**config.mk**
```make
export PLATFORM = sky130hd
export DESIGN_NAME = spi_master_tx_mlane
export DESIGN_NICKNAME = d
export VERILOG_FILES = /design/src/rtl/spi_master_tx_mlane.sv
export SDC_FILE = /design/constraint.sdc
export NUM_CORES = 1
export LEC_CHECK = 0
export ABC_AREA = 1
export CAP_MARGIN = 20
export CORE_ASPECT_RATIO = 0.5
export CORE_MARGIN = 5
export CORE_UTILIZATION = 35
export DETAILED_ROUTE_END_ITERATION = 8
export HOLD_SLACK_MARGIN = 0.08
export PLACE_DENSITY = 0.51
export RECOVER_POWER = 50
export SYNTH_ARGS = -nofsm -noshare
export SYNTH_HDL_FRONTEND = slang
export SYNTH_SLANG_ARGS = --single-unit
```
**constraint.sdc**
```tcl
create_clock -name clk -period 6.7 [get_ports clk]
set_clock_uncertainty 0.15 [all_clocks]
set_input_delay 1.34 -clock clk [delete_from_list [all_inputs] [get_ports clk]]
set_output_delay 1.34 -clock clk [all_outputs]
set_load 0.005 [all_outputs]
```
**src/rtl/spi_master_tx_mlane.sv**
```systemverilog
// SPI master transmit datapath: serialises valid/ready words onto 1, 2 or 4 lanes,
// MSB- or LSB-first, for a programmable bit count spanning one or more words.
module spi_master_tx_mlane #(
  parameter int unsigned DATA_W = 32,
  parameter int unsigned CNT_W  = 16
) (
  input  logic              clk,
  input  logic              rstn,
  input  logic              en,
  input  logic              tx_edge,
  input  logic [1:0]        mode,
  input  logic              lsb_first,
  input  logic [CNT_W-1:0]  counter_in,
  input  logic              counter_in_upd,
  input  logic [DATA_W-1:0] data,
  input  logic              data_valid,
  output logic              data_ready,
  output logic [3:0]        sdo,
  output logic              clk_en_o,
  output logic              tx_done,
  output logic              underrun,
  output logic              busy
);

  localparam int unsigned WC_W = $clog2(DATA_W);

  typedef enum logic {IDLE, TRANSMIT} state_t;

  state_t              state, state_n;
  logic [DATA_W-1:0]   shreg, shreg_n;
  logic [CNT_W-1:0]    beat_cnt, beat_n;
  logic [WC_W-1:0]     word_cnt, word_n;
  logic [CNT_W-1:0]    tgt_bits, tgt_n;
  logic [1:0]          act_mode, amode_n;
  logic                act_lsb, alsb_n;
  logic [CNT_W-1:0]    act_beats, abeats_n;

  logic [1:0]          cur_sh, act_sh;
  logic [CNT_W-1:0]    rem_mask, beats_in;
  logic [WC_W-1:0]     bpw_m1;
  logic [2:0]          lanes;
  logic                final_beat, word_end, load;

  function automatic logic [1:0] lane_log2(input logic [1:0] m);
    case (m)
      2'b01:   return 2'd1;
      2'b10:   return 2'd2;
      default: return 2'd0;
    endcase
  endfunction

  // Beat count for the next start: ceil(bits / L) without leaving CNT_W bits
  always_comb begin
    cur_sh   = lane_log2(mode);
    act_sh   = lane_log2(act_mode);
    lanes    = 3'(1) << act_sh;
    rem_mask = (CNT_W'(1) << cur_sh) - CNT_W'(1);
    beats_in = (tgt_bits >> cur_sh) + CNT_W'(|(tgt_bits & rem_mask));
    bpw_m1   = WC_W'((DATA_W >> act_sh) - 1);
    final_beat = (state == TRANSMIT) && tx_edge && (beat_cnt == act_beats - CNT_W'(1));
    word_end   = (state == TRANSMIT) && tx_edge && (word_cnt == bpw_m1) && !final_beat;
  end

  always_ff @(posedge clk or negedge rstn) begin
    if (!rstn) begin
      state     <= IDLE;
      shreg     <= '0;
      beat_cnt  <= '0;
      word_cnt  <= '0;
      tgt_bits  <= CNT_W'(8);
      act_mode  <= 2'b00;
      act_lsb   <= 1'b0;
      act_beats <= '0;
    end else begin
      state     <= state_n;
      shreg     <= shreg_n;
      beat_cnt  <= beat_n;
      word_cnt  <= word_n;
      tgt_bits  <= tgt_n;
      act_mode  <= amode_n;
      act_lsb   <= alsb_n;
      act_beats <= abeats_n;
    end
  end

  always_comb begin
    state_n    = state;
    shreg_n    = shreg;
    beat_n     = beat_cnt;
    word_n     = word_cnt;
    tgt_n      = tgt_bits;
    amode_n    = act_mode;
    alsb_n     = act_lsb;
    abeats_n   = act_beats;
    data_ready = 1'b0;
    clk_en_o   = 1'b0;
    tx_done    = 1'b0;
    underrun   = 1'b0;
    busy       = 1'b0;
    load       = 1'b0;

    if (counter_in_upd) tgt_n = counter_in;

    case (state)
      IDLE: begin
        if (en && data_valid && (beats_in != '0)) begin
          load    = 1'b1;
          state_n = TRANSMIT;
        end
      end
      TRANSMIT: begin
        busy     = 1'b1;
        clk_en_o = 1'b1;
        if (tx_edge) begin
          shreg_n = act_lsb ? (shreg >> lanes) : (shreg << lanes);
          beat_n  = beat_cnt + CNT_W'(1);
          word_n  = (word_cnt == bpw_m1) ? '0 : word_cnt + WC_W'(1);
          if (final_beat) begin
            tx_done = 1'b1;
            beat_n  = '0;
            word_n  = '0;
            if (en && data_valid) begin
              load = 1'b1;
            end else begin
              clk_en_o = 1'b0;
              state_n  = IDLE;
            end
          end else if (word_end) begin
            // Mid-transfer refill ignores en; a missing word aborts the transfer
            if (data_valid) begin
              data_ready = 1'b1;
              shreg_n    = data;
            end else begin
              underrun = 1'b1;
              clk_en_o = 1'b0;
              beat_n   = '0;
              word_n   = '0;
              state_n  = IDLE;
            end
          end
        end
      end
      default: state_n = IDLE;
    endcase

    if (load) begin
      data_ready = 1'b1;
      shreg_n    = data;
      amode_n    = mode;
      alsb_n     = lsb_first;
      abeats_n   = beats_in;
    end
  end

  // Lane mapping; unused lanes and IDLE drive 0
  always_comb begin
    sdo = 4'b0000;
    if (state == TRANSMIT) begin
      case (act_sh)
        2'd1:    sdo[1:0] = act_lsb ? shreg[1:0] : shreg[DATA_W-1 -: 2];
        2'd2:    sdo      = act_lsb ? shreg[3:0] : shreg[DATA_W-1 -: 4];
        default: sdo[0]   = act_lsb ? shreg[0]   : shreg[DATA_W-1];
      endcase
    end
  end

endmodule

```
==> summary by stage <==
Timing
For the finished layout, the period the worst path requires is about 6.2 ns. The final max-slew violation count is 35. The slew at the pin closest to its max-slew limit is roughly 2.0 ns. Derived from the worst setup path, the maximum achievable clock frequency is ~0.16 GHz.

The relative slew slack is -30.6%. Setup repair after global routing left no endpoint under its margin. The number of hold-slack violations in the final timing report is 0. Setup violations remaining at the end of the flow were counted as 0. The setup total negative slack is 0 ns.

The final cycle utilization of the critical path is between 90% and 100%.

Setup path
Among the stages of the critical path, the cell type that occurs most often is ha_1. The signal on the critical path passes through dlymetal6s2s_1, inv_1, ha_1, nand2_1, inv_1, ha_1, o22ai_1, a221o_1, ha_1, ha_1, or2_2, nor2_1, nand3_1, nor2_1, nand2_1, nor2_1, nand3_2, nand2_2, nand2_4, inv_4, o21ai_1, clkdlybuf4s50_1. Along the worst path, the maximum fanout reaches 4.

The worst setup path is launched from an input pin. In this design, the stage delay of the slowest critical-path cell is ~0.46 ns. Tracing the worst setup path back leads to its startpoint at mode[0]. The reg-to-reg startpoint is tgt_bits[14]. The element type at the critical path end is an output pin. At the worst endpoint, the required time is approximately 5.2 ns. The critical path's slowest cell is clkdlybuf4s50_1.

The critical path arrival is between 4 and 5 ns. The worst setup path is of the in -> out kind.

Synthesis
In the synthesized netlist the async set-or-reset flop fraction comes to 100%. Sequential cells were found to cover between 20% and 30% of the synthesized design area. The dominant cell by count in the synthesized netlist is nand2_1. When the netlist entered floorplanning its net count stood at about 1.6k. Sorting the synthesized cells by area gives the leading types as nand2_1 (29%), dfrtp_1 (24%), nand3_1 (5.7%). During synthesis, Yosys emitted a total of 0 warnings. The average footprint of a synthesized cell is around 5.9 µm². The portion of synthesized cell area occupied by the leading cell type is between 20% and 30%.

In this run the cell area of the synthesized design comes to 9060 µm². Yosys mapped a number of flops with a built-in enable equal to 0. The number of different library cells in the post-synthesis netlist is 53. The synthesized netlist cell count is roughly 1.5k. For this run, the leading register cell type out of synthesis is dfrtp_1.

In the synthesized netlist, the cells that appear most often are nand2_1 (710), inv_1 (122), nand3_1 (103). The flip-flop and latch count after synthesis is ~90. The synthesized design spends more area on one cell type than any other, namely nand2_1.

Clock tree
The clock transition at the registers of the reported paths is 0.07 ns. Clock tree synthesis selected as its root buffer the cell clkbuf_16. The clock tree from TritonCTS is built. The number of sinks driven by the clock tree is 89. In this run, CTS created clock tree buffers numbering 9.

The maximum buffer depth of the clock tree is 2. The count of buffers added by post-CTS timing repair for setup is 0. The clock latency of the later-clocked register in the worst-skew pair is roughly 0.38 ns.

The number of levels the H-tree was split into is 3.

Run status
The checks that failed: max-capacitance violations, max-slew violations. The flow ran to the end, but the final reports show violations.

Final layout
The repair_antennas step left the layout with diodes totalling 0. From synthesis to final layout, the design area changed by 12.8%. The finished layout holds 1,916 standard cells, fillers aside. For this run, the share of the core covered by cells in the final layout is about 40%. The number of nets at the end of the flow is 1,637. The post-route netlist has 5.15% of its cells at a drive strength greater than 1.

Route
Across all layers, the routed design uses between 9k and 10k vias. The detailed-route DRC error count is 0. The count of nets left with antenna violations once routing finished came out at 0. The mean routed wirelength per cell is 15.2 µm. The number of search-and-repair iterations in the first detailed-routing pass is 5. The routed wire length is between 20 and 30 mm. The via density per instance is between 5 and 6. The detailed router finished its first iteration with ~700 violations.

Power
In this run the power density over the cells is 390 nW/µm². In this run the static leakage power is around 5.5 nW. Across the VDD grid, the largest voltage drop is roughly 0.21 mV. The overall power of the completed layout is 3.99 mW.

Die
The floorplan step defined a core boundary enclosing between 20,000 and 30,000 µm². The effective utilization at floorplan is 35.8%. The die is between 200 and 250 µm wide. The cell row count is 41.

In this run the vertical extent of the chip is approximately 120 µm. The total die area is between 20,000 and 30,000 µm². The number of placed I/O pins is 66.

GRT
The global-route usage over all layers is around 20%. The first-pass GRT wire length is roughly 48 mm. The number of antenna violations at the first check in global routing is 2.

The overall overflow remaining after global route is 0. The maximum number of pins on one net before global-route repair is 60. The via count of the first global-routing pass was 9,389.

Hold path
The tightest min-delay check is of the reg -> reg type. The startpoint identified for the worst hold timing path is shreg[29].

Job
The number of max-cap violations is 2.

Place
Including well taps, the total number of placed cells is 1,900. The final weighted congestion of routability-driven global placement is 0.887. The detailed placer's ending HPWL is around 21 mm. The number of port buffers is 65.
==> per-stage QoR <==
step,worst slack [ns],hold slack [ns],cell area [µm²]
6_report,0.486,0.364,10200
5_1_grt,0.207,0.397,10200
4_1_cts,0.0338,0.371,10200
3_5_place_dp,0.0420,0.352,9920
3_3_place_gp,0.136,0.354,9920
2_1_floorplan,0.854,0.311,9060
==> registers in the layout, summed over array words and instances, names as in the netlist <==
signal and count:
shreg 32, act_lsb 1, act_beats 16, act_mode 2, tgt_bits 16, beat_cnt 16, state 1, word_cnt 5
==> worst max-delay path: cells and delay by family <==
family,cells,cell delay [ns]
adder cells (fa/ha/maj),4,1.01
AND/OR/NAND/NOR,10,1.16
buffers and inverters,5,0.82
AO/OA/AOI/OAI,3,0.38
==> cells by family after synthesis <==
| family | synth area share, % |
|---|---|
| AOI/OAI and AO/OA | 10.0 |
| buffers and inverters | 10.0 |
| and+or+nand+nor | 45.8 |
| muxes | 4.90 |
| adders and majority gates | 1.79 |
| xor gates and xnor gates | 2.86 |
| DFF | 24.6 |
==> placed cells by master, fill, tap and decap left out, types with 20 or more instances in the layout <==
master | netlist | layout
dfrtp_1 | 88 | 88
buf_4 | 2 | 23
a21oi_1 | 52 | 52
nor2_1 | 102 | 99
o21ai_0 | 59 | 59
nand3_1 | 103 | 102
mux2i_1 | 41 | 41
clkdlybuf4s50_1 | 0 | 60
xor2_1 | 20 | 20
nand2_1 | 710 | 710
inv_1 | 122 | 122
nand4_1 | 45 | 45
==> cell type report <==
cell class / count / area [µm²]
inverters: 130 / 490
fillers: 2815 / 15100
clock inverters: 6 / 60.1
clock buffers: 10 / 239
multi-input cells: 1248 / 5960
repair buffers: 89 / 822
flip-flops and latches: 89 / 2230
well taps: 344 / 430
==> where the power goes <==
part	leakage [nW]	total, mW	switching (mW)	internal (mW)
registers	1.14	0.895	0.195	0.700
clock network	0.140	0.527	0.257	0.270
logic	4.20	2.57	1.68	0.890
total	5.48	3.99	2.13	1.86
==> routing by layer <==
metal | global-route usage [%] | routed length (µm) | part of all wire (%)
met2 | 33.4 | 13100 | 45
met5 | 0 | 0 | 0
met3 | 3.43 | 1350 | 4.6
met4 | 4.50 | 466 | 1.6
met1 | 27.3 | 14200 | 49
==> what timing repair did <==
action                                  CTS  global route
hold buffers                              0             0
resized for setup                         0             3
endpoints found under the setup margin    0             1
==> worst paths after layout <==
check | endpoint | slack, ns | depth (start not counted)
min in group asynchronous | beat_cnt[13] | 1.35 | 1
min reg2reg | shreg[29] | 0.36 | 2
max | data_ready | 0.49 | 22
max reg2reg | shreg[14] | 2.40 | 20
min | shreg[29] | 0.36 | 2
max in group asynchronous | shreg[14] | 2.70 | 2
No activity file was read; power rests on OpenSTA's default activity.
